`config.mk`:
```
export PLATFORM = sky130hd
export DESIGN_NAME = mac_accumulator
export DESIGN_NICKNAME = d
export VERILOG_FILES = /design/src/rtl/mac_accumulator.sv
export SDC_FILE = /design/constraint.sdc
export NUM_CORES = 1
export LEC_CHECK = 0
export BUFFER_PORTS_ARGS = -buffer_cell sky130_fd_sc_hd__buf_4
export CAP_MARGIN = 0
export CORE_MARGIN = 1
export CORE_UTILIZATION = 50
export DETAILED_ROUTE_END_ITERATION = 7
export GPL_TIMING_DRIVEN = 0
export MAX_ROUTING_LAYER = met4
export PLACE_DENSITY = 0.74
export SYNTH_ARGS = -nofsm -noshare
export SYNTH_HDL_FRONTEND = slang
export SYNTH_SLANG_ARGS = --single-unit
```
`constraint.sdc`:
```
create_clock -name i_clk -period 5.9 [get_ports i_clk]
set_input_delay 0 -clock i_clk [delete_from_list [all_inputs] [get_ports i_clk]]
set_output_delay 0 -clock i_clk [all_outputs]
set_load 0.01 [all_outputs]
```
`src/rtl/mac_accumulator.sv`:
```
// mac_accumulator: sums KERNEL_SIZE products per window and hands the sum downstream via valid/ready.
// Define ACC_SATURATE_EN to clamp the accumulator on overflow instead of wrapping.
module mac_accumulator #(
  parameter int BIT_WIDTH   = 8,
  parameter int KERNEL_SIZE = 9,
  parameter int ACC_WIDTH   = 20
) (
  input  logic                   i_clk,
  input  logic                   i_rst_n,
  input  logic [2*BIT_WIDTH-1:0] i_product,
  input  logic                   i_product_valid,
  input  logic                   i_start,
  output logic                   o_in_ready,
  output logic [ACC_WIDTH-1:0]   o_sum,
  output logic                   o_sum_valid,
  input  logic                   i_sum_ready,
  output logic                   o_overflow,
  output logic                   o_drop
);
  localparam int CW = $clog2(KERNEL_SIZE + 1);
  typedef enum logic [1:0] {IDLE, ACCUM, HOLD} state_t;
  state_t state, state_nx;
  logic [ACC_WIDTH-1:0] acc, acc_nx, prod_x;
  logic [CW-1:0] cnt, cnt_nx;
  logic [ACC_WIDTH:0] sum;
  logic accept, ovf_nx, drop_nx;
  assign o_in_ready  = i_rst_n & ((state != HOLD) | i_sum_ready);
  assign accept      = i_product_valid & o_in_ready;
  assign prod_x      = ACC_WIDTH'(i_product);
  assign sum         = {1'b0, acc} + {1'b0, prod_x};
  assign o_sum       = acc;
  assign o_sum_valid = state == HOLD;
  always_comb begin
    state_nx = state;
    acc_nx   = acc;
    cnt_nx   = cnt;
    ovf_nx   = o_overflow;
    drop_nx  = 1'b0;
    if (accept & i_start) begin
      acc_nx   = prod_x;
      cnt_nx   = CW'(1);
      ovf_nx   = 1'b0;
      drop_nx  = state == ACCUM;
      state_nx = (KERNEL_SIZE == 1) ? HOLD : ACCUM;
    end else if (accept & (state == ACCUM)) begin
`ifdef ACC_SATURATE_EN
      acc_nx   = (o_overflow | sum[ACC_WIDTH]) ? '1 : sum[ACC_WIDTH-1:0];
`else
      acc_nx   = sum[ACC_WIDTH-1:0];
`endif
      ovf_nx   = o_overflow | sum[ACC_WIDTH];
      cnt_nx   = cnt + CW'(1);
      state_nx = (cnt == CW'(KERNEL_SIZE - 1)) ? HOLD : ACCUM;
    end else begin
      // only stray products in IDLE/HOLD reach here accepted
      drop_nx  = accept;
      state_nx = (state == HOLD & i_sum_ready) ? IDLE : state;
    end
  end
  always_ff @(posedge i_clk or negedge i_rst_n) begin
    if (!i_rst_n) begin
      state      <= IDLE;
      acc        <= '0;
      cnt        <= '0;
      o_overflow <= 1'b0;
      o_drop     <= 1'b0;
    end else begin
      state      <= state_nx;
      acc        <= acc_nx;
      cnt        <= cnt_nx;
      o_overflow <= ovf_nx;
      o_drop     <= drop_nx;
    end
  end
endmodule

```
# [Word level (Yosys, flattened, before mapping)]
# Cells that the tools add are included.
# W data, S select, Z words.
[op_classes] n_addsub=2 n_mul=0 div=0 n_lt_le_gt_ge=0 n_eq_ne=4 shifts=0 muxes=12 n_bitwise=7 reduce_logical=2
[ops] op="$mux W20" n=2
[ops] op="$add A20 B16 Y21" n=1
[ops] op="$mux W2" n=4
[ops] op="$mux W4" n=2
[ops] op="$and A1 B1 Y1" n=5
[ops] op="$add A4 B1 Y4 const B" n=1
[ops] op="$eq A4 B4 Y1 const B" n=1
[ops] op="$mux W1" n=4
[ops] op="$reduce_bool A3 Y1" n=1
[ops] op="$eq A2 B1 Y1 const B" n=1
[ops] op="$eq A2 B2 Y1 const B" n=1
[ops] op="$ne A2 B2 Y1 const B" n=1
[ops] op="$or A1 B1 Y1" n=2
[ops] op="$reduce_bool A2 Y1" n=1
[word_totals] ff_bits=28 latch_bits=0 mem_bits_rw=0 mem_bits_ro=0 input_bits=21 out_inout_bits=24 elab_cells=32 mem_count=0

# [Logic depth before layout (Yosys ltp)]
# Gate-level depths: netlist of the first run.
[depth] depth_word=7 depth_mapped=9

# [Worst setup path before layout of the first run]
# No wires, ideal clock.
[synth_timing] kind="register -> register" from="register acc[3], in the netlist o_sum[3]" to="register acc[15], in the netlist o_sum[15]" setup_ns=0.092 arrival_time_ns=2.082 required_time_ns=5.808 slack_ns=3.726 path_stages_with_launch=8 n_path_buf=0 synth_period_minus_slack_ns=2.174 cell_sequence="dfrtp_1 -> ha_1 -> a21o_1 -> a21oi_2 -> a21oi_2 -> or4_4 -> and3_4 -> o31ai_2"
[synth_via] elab_chain_cells=3
[synth_rtl] element="from (decl)" line_no="23" rtl="logic [ACC_WIDTH-1:0] acc, acc_nx, prod_x;"
[synth_rtl] element="from (signal assigned)" line_no="69" rtl="acc <= acc_nx;"
[synth_rtl] element="$add A20 B16 Y21" line_no="30" rtl="assign sum = {1'b0, acc} + {1'b0, prod_x};"
[synth_rtl] element="$mux W20" line_no="45" rtl="end else if (accept & (state == ACCUM)) begin"
[synth_rtl] element="$mux W20" line_no="39" rtl="if (accept & i_start) begin"
# Every way passes these cells. The select of a mux whose other input is x is not followed.
# A chain may end at the register's enable or synchronous reset.

# [Worst setup path in the final report of the first run]
[layout_timing] from="input port i_rst_n" to="register acc[15], in the netlist o_sum[15]"
[layout_via] elab_chain_cells=4 elab_cells_between_ends=6 classes_between="mux (1); bitwise (4); reduce/logical (1)"
[layout_rtl] element="from (decl)" line_no="9" rtl="input logic i_rst_n,"
[layout_rtl] element="$and A1 B1 Y1 (*)" line_no="27" rtl="assign o_in_ready = i_rst_n & ((state != HOLD) | i_sum_ready);"
[layout_rtl] element="$and A1 B1 Y1 (*)" line_no="28" rtl="assign accept = i_product_valid & o_in_ready;"
[layout_rtl] element="$and A1 B1 Y1 (on tied branches)" line_no="39, 45"
[layout_rtl] element="$mux W20 or $reduce_bool A2 Y1 (tied branches)"
# Mark *: on every way between the ends. The rest lies on a longest branch, timed or not.

==> impl_metrics.py, run 1 <==
metrics = {
    "min_path": {
        "hold_class": "in2reg",
        "hold_depth": 3,
        "hp-start": "i_product[0]",
        "whs_endpoint": "o_sum[0]",
    },
    "sta": {
        "holdWs_ns": 0.0207,
        "skew_ns": 0.00725,
        "fin_setup_tns_ns": 0,
        "hold_viol": 0,
        "relSlewSlack_pct": 54.0,
        "setup_viol_count_final": 0,
        "fin_crit_ns": 2.36,
        "tightestPinTransition_ns": 0.687,
        "fin_crit_sh_pct": 39.9,
        "drv_slew": 0,
        "max_freq_mhz": 424,
        "rsz0062_at_grt": "no",
    },
    "status": {
        "status": "finished clean",
    },
    "power": {
        "clkPwrFrac_pct": 16.4,
        "ir_worst_vdd_mv": 0.183,
        "p_per_area_mw_per_mm2": 338,
        "power_frac_seq_pct": 29.6,
        "leakage_nw": 1.33,
        "intPower_mw": 0.573,
        "p_sw_mw": 0.379,
        "combPwrFrac_pct": 54.0,
        "netSwitchingFraction_pct": 39.8,
    },
    "layout": {
        "drive_above_1_share_pct": 19.0,
        "final_area_mm2": 0.00282,
        "nets": 356,
        "area_delta_synth_final_pct": 27.3,
        "n_antenna_cell": 0,
    },
    "clock_tree": {
        "htree_levels": 1,
        "clk_pin_slew_ns": 0.11,
        "hold_buffers": 14,
        "cts_tree": "done",
        "cts_sinks": 28,
        "postCtsSetupRepairBufs": 0,
        "clk_latency_ns": 0.28,
        "cts_made_buffers": 3,
        "ctsResizeCount": 0,
        "clk_path_buf_depth": 2,
        "root_buffer": "clkbuf_8",
    },
    "yosys": {
        "syn-num-nets": 293,
        "syn_avg_cell_area_um2": 8.74,
        "async_flop_share_pct": 100,
        "syn_inst": 253,
        "ys.flop_type": "dfrtp_1",
        "synth_edf_count": 0,
        "ys_seq_elements": 28,
        "seq_area_frac_synth_pct": 31.7,
        "ys_warn_count": 0,
        "syn_area_mm2": 0.00221,
        "ys_types": 56,
    },
    "die": {
        "boundaryPins": 45,
        "die_area_mm2": 0.00469,
        "initial_core_util_pct": 53.8,
        "dieHeight_um": 68.5,
        "die_w_um": 68.5,
        "std_cell_rows": 23,
        "coreArea_mm2": 0.00412,
    },
    "critical_path": {
        "start_kind": "input port",
        "worstSetupStartpoint": "i_rst_n",
        "crit_path_max_fanout": 33,
        "worstRegToRegCells": 7,
        "reg2reg_slack_ns": 3.63,
        "r2r-end": "o_sum[15]",
        "worst_setup_path_end_kind": "flip-flop",
        "worst_ep_arrival_time_ns": 2.55,
        "crit_type": "in2reg",
        "r2r_start": "o_sum[3]",
        "worstPathRequired_ns": 6.09,
    },
    "routing": {
        "detail_route.first_pass.iterations": 4,
        "routed_wl_um": 5870,
        "drt_iter0_markers": 147,
        "detail-route-antenna-nets": 0,
        "routedWlPerCell_um": 16.1,
        "vias": 2220,
        "drc": 0,
        "avgViaCountPerCell": 6.08,
    },
    "global_route": {
        "grt_pass1_vias": 2097,
        "grt_max_degree": 34,
        "grt_util_all_layers_pct": 27.6,
        "grt_antenna_before_repair": 0,
        "grt-ovfl-total": 0,
        "grt_pass1_wl_um": 9440,
    },
    "placement": {
        "dp_hpwl_um": 4240,
        "io_buffers": 44,
        "place_congestion": 0.901,
        "dpl-instance-area_mm2": 0.00261,
    },
    "job": {
        "maxCapViolCount": 0,
    },
}
==> per-layer routing <==
layer / share of wire [%] / wire, um / GRT usage (%) / up-vias
li1: - / - / - / 1085
met1: 45 / 2620 / 34.5 / 1058
met2: 48 / 2840 / 46.2 / 71
met3: 5.9 / 344 / 2.63 / 6
met4: 0.99 / 58 / 9.90 / 0
met5: 0 / 0 / - / -
==> area by class of cell <==
class | instances | area, um^2
plain buffers | 8 | 32.5
clock buffers | 3 | 41.3
clock inverters | 1 | 30.0
fillers | 344 | 1300
inverters | 11 | 41.3
multi-input cells | 206 | 1440
flip-flops and latches | 28 | 701
well taps | 50 | 62.6
repair buffers | 58 | 470
==> cell usage after synthesis (all sizes together), types with 3 or more instances <==
cell type,number,area share [%]
o211ai,4,1.4
ha,18,10
and3,7,2.2
nor4,3,0.85
nand3,12,2.7
o31ai,5,1.9
xnor2,6,2.4
nor4b,6,2.4
nor2b,6,1.7
nor2,14,2.4
nand3b,3,1.0
clkbuf,6,1.0
or2,3,0.96
nand4,3,0.85
a21o,8,2.7
nand2,15,2.5
o21ai,17,3.8
a31oi,3,0.85
dfrtp,28,32
o21a,4,1.4
inv,11,1.9
a21oi,22,5.3
xor2,4,1.6
a211oi,6,2.0
nor3,6,1.4
a22oi,4,1.4
==> power by group through the flow <==
stage               registers, mW  logic (mW)  clock network (mW)
floorplan                   0.297       0.336                   0
CTS                         0.281       0.512               0.161
global route                0.289       0.572               0.164
finish                      0.282       0.515               0.156
global placement            0.283       0.493                   0
detailed placement          0.286       0.500                   0
==> registers in the layout (all words and copies together), names as in the netlist <==
name / cells
cnt: 4
o_overflow: 1
o_drop: 1
o_sum: 20
state: 2
==> cells by family (layout without fill, tap and decap cells) <==
group           count (synthesis)  in the layout  synth area share (%)
compound gates                 90             90                  27.6
xor+xnor                       10             10                  3.96
fa+ha+maj                      19             19                  11.1
buf+inv                        19             81                  3.34
flops                          28             28                  31.7
mux                             2              2                 0.905
simple gates                   85             85                  21.4
==> worst max path at each step <==
stage                 to  slack, ns  cells after the start
2_1_floorplan  o_sum[15]       3.73                      7
3_3_place_gp   o_sum[15]       3.67                      7
3_5_place_dp   o_sum[15]       3.67                      7
4_1_cts        o_sum[15]       3.52                      8
5_1_grt         o_sum[6]       3.25                      8
6_report       o_sum[15]       3.54                      8
==> cells in the final DEF, fill, tap and decap left out, types with 9 or more instances in the layout <==
cell,synthesis,layout
nand3_1,12,12
buf_4,0,44
a21oi_1,20,20
o21ai_1,9,9
nand2_1,15,15
dfrtp_1,28,28
nor2_1,14,14
dlygate4sd3_1,0,14
ha_1,18,18
inv_1,11,11
==> worst max-delay path: stages <==
cell,delay (ns)
dlygate4sd3_1,0.53
buf_4,0.37
nand3_1,0.15
a21oi_1,0.30
clkbuf_1,0.48
clkbuf_1,0.47
a21oi_1,0.15
o31ai_2,0.07
==> per-stage QoR <==
step	power [mW]	worst slack (ns)	instances	utilization (%)
3_5_place_dp	0.786	3.67	347	63.3
2_1_floorplan	0.633	3.73	253	-
4_1_cts	0.955	3.52	365	68.4
3_3_place_gp	0.776	3.67	347	63.3
5_1_grt	1.03	3.25	365	68.4
6_report	0.952	3.54	365	68.4
Power figures use the tool's default switching activity.
==> inputs of run 2 (changes only) <==
--- a/config.mk
+++ b/config.mk
@@ -12,7 +12,7 @@
 export DETAILED_ROUTE_END_ITERATION = 7
 export GPL_TIMING_DRIVEN = 0
 export MAX_ROUTING_LAYER = met4
-export PLACE_DENSITY = 0.74
+export PLACE_DENSITY = 0.77
 export SYNTH_ARGS = -nofsm -noshare
 export SYNTH_HDL_FRONTEND = slang
 export SYNTH_SLANG_ARGS = --single-unit
==> constraint.sdc (replaced) <==
create_clock -name i_clk -period 2.05 [get_ports i_clk]
set_input_delay 0 -clock i_clk [delete_from_list [all_inputs] [get_ports i_clk]]
set_output_delay 0 -clock i_clk [all_outputs]
set_load 0.01 [all_outputs]
==> impl_metrics.py, run 2 (synthesis results as in run 1) <==
metrics = {
    "status": {
        "status": "complete, but fails checks",
        "violations": "setup timing",
    },
    "die": {
        "initial_core_util_pct": 53.8,
        "die_area_mm2": 0.00469,
        "std_cell_rows": 23,
        "die_w_um": 68.5,
        "boundaryPins": 45,
        "dieHeight_um": 68.5,
        "coreArea_mm2": 0.00412,
    },
    "global_route": {
        "grt_max_degree": 29,
        "grt_pass1_wl_um": 10400,
        "grt_antenna_before_repair": 0,
        "grt-ovfl-total": 0,
        "grt_util_all_layers_pct": 30.5,
        "grt_pass1_vias": 2277,
    },
    "clock_tree": {
        "cts_tree": "done",
        "clk_latency_ns": 0.28,
        "cts_sinks": 28,
        "cts_made_buffers": 3,
        "clk_path_buf_depth": 2,
        "htree_levels": 1,
        "clk_pin_slew_ns": 0.11,
        "root_buffer": "clkbuf_8",
    },
    "routing": {
        "detail-route-antenna-nets": 0,
        "routedWlPerCell_um": 18.0,
        "routed_wl_um": 6800,
        "drc": 0,
        "detail_route.first_pass.iterations": 5,
        "drt_iter0_markers": 230,
        "avgViaCountPerCell": 6.38,
        "vias": 2404,
    },
    "critical_path": {
        "cpMaxStageDelayCell": "or4_4",
        "crit_path_max_fanout": 5,
        "worstPathRequired_ns": 2.25,
        "worst_ep_arrival_time_ns": 2.32,
        "cp_cell_sequence": "ha_4, and2_1, o211a_1, or4_4, and3_4, o31ai_2",
        "cpPeakStageDelay_ns": 0.52,
        "worst_setup_path_end_kind": "flip-flop",
        "crit_type": "reg2reg",
        "start_kind": "flip-flop",
    },
    "sta": {
        "fin_setup_tns_ns": -0.0665,
        "setup_viol_count_final": 1,
        "hold_viol": 0,
        "tightestPinTransition_ns": 0.666,
        "fin_ws_ns": -0.0665,
        "relSlewSlack_pct": 55.4,
        "max_freq_mhz": 472,
        "fin_crit_ns": 2.12,
        "skew_ns": 0.00377,
        "drv_slew": 0,
        "rsz0062_at_grt": "yes",
        "fin_crit_sh_pct": 103,
    },
    "layout": {
        "final_area_mm2": 0.00311,
        "final_cell_mix": "buf_4 (56), dfrtp_1 (28), a21oi_1 (18)",
        "drive_above_1_share_pct": 31.8,
        "largest_reg_flops": 20,
        "nets": 368,
        "n_antenna_cell": 0,
        "layout_commonest_cell": "buf_4",
        "area_delta_synth_final_pct": 40.7,
    },
    "placement": {
        "dpl-instance-area_mm2": 0.00262,
        "dp_hpwl_um": 4320,
        "dp_slack_ns": -0.146,
        "io_buffers": 44,
        "place_congestion": 0.924,
    },
    "min_path": {
        "hold_class": "in2reg",
    },
    "job": {
        "maxCapViolCount": 0,
    },
    "power": {
        "leakage_nw": 1.41,
        "ir_worst_vdd_mv": 0.586,
        "p_per_area_mw_per_mm2": 979,
        "p_total_mw": 3.05,
    },
}
-- run 2: changes by cell type in the layout (fill, tap and decap cells not counted), moves of 2 or more --
cell | previous run | this run
o21ai_2 | 0 | 2
ha_2 | 0 | 4
a21oi_1 | 20 | 18
o21ai_1 | 9 | 6
clkbuf_1 | 6 | 2
a211oi_2 | 0 | 3
a211oi_1 | 6 | 3
clkbuf_2 | 0 | 4
ha_4 | 0 | 6
nor4b_1 | 6 | 4
nor4b_2 | 0 | 2
a21oi_4 | 0 | 2
buf_4 | 44 | 56
ha_1 | 18 | 8
-- run 2: power breakdown --
group,internal (mW),leakage [nW],switching [mW]
logic,0.910,1.03,0.946
registers,0.685,0.348,0.140
clock network,0.173,0.0288,0.193
total,1.77,1.41,1.28
-- run 2: metrics by stage --
| stage | std cells | hold WS [ns] | utilization, % |
|---|---|---|---|
| 3_3_place_gp | 347 | -0.0418 | 63.6 |
| 3_5_place_dp | 347 | -0.0396 | 63.6 |
| 4_1_cts | 374 | 0.00161 | 72.9 |
| 2_1_floorplan | 253 | -0.296 | - |
| 5_1_grt | 377 | 0.0201 | 75.6 |
| 6_report | 377 | 0.0145 | 75.6 |
-- run 2: metal layers --
layer  track usage (%)  part of all wire, %
met1              37.5                   43
met2              50.1                   49
met3              4.93                  6.1
met4              11.2                  1.9
met5                 -                    0
-- run 2: area by class of cell --
class	instances	area, um^2
Clock buffer	4	55.1
Sequential cell	28	701
Timing Repair Buffer	71	581
Fill cell	304	1000
Tap cell	50	62.6
Multi-Input combinational cell	206	1640
Buffer	7	32.5
Inverter	11	41.3
-- run 2: timing repair --
action / CTS / global route
setup buffers: 9 / 3
hold buffers: 15 / 0
pin swaps: 15 / 8
gates cloned: 0 / 0
endpoints found under the setup margin: 6 / 17
endpoints found under the hold margin: 41 / 0
gates resized for setup: 21 / 21
-- run 2: path summary, 6_finish.rpt --
path,from,end,slack [ns],cells after the start
setup / recovery,o_sum[11],o_sum[15],-0.07,6
hold / removal,i_product[0],o_sum[0],0.01,3
setup reg to reg,o_sum[11],o_sum[15],-0.07,6
hold reg to reg,o_overflow,o_overflow,0.54,2
max in group asynchronous,i_rst_n,o_sum[5],1.67,3
min in group asynchronous,i_rst_n,o_sum[18],0.22,3
-- run 2: critical path: cells and delay by family, from the launching register on --
family / cells / cell delay (ns)
simple gates: 3 / 0.91
fa+ha+maj: 1 / 0.25
compound gates: 2 / 0.45
flops: 1 / 0.43
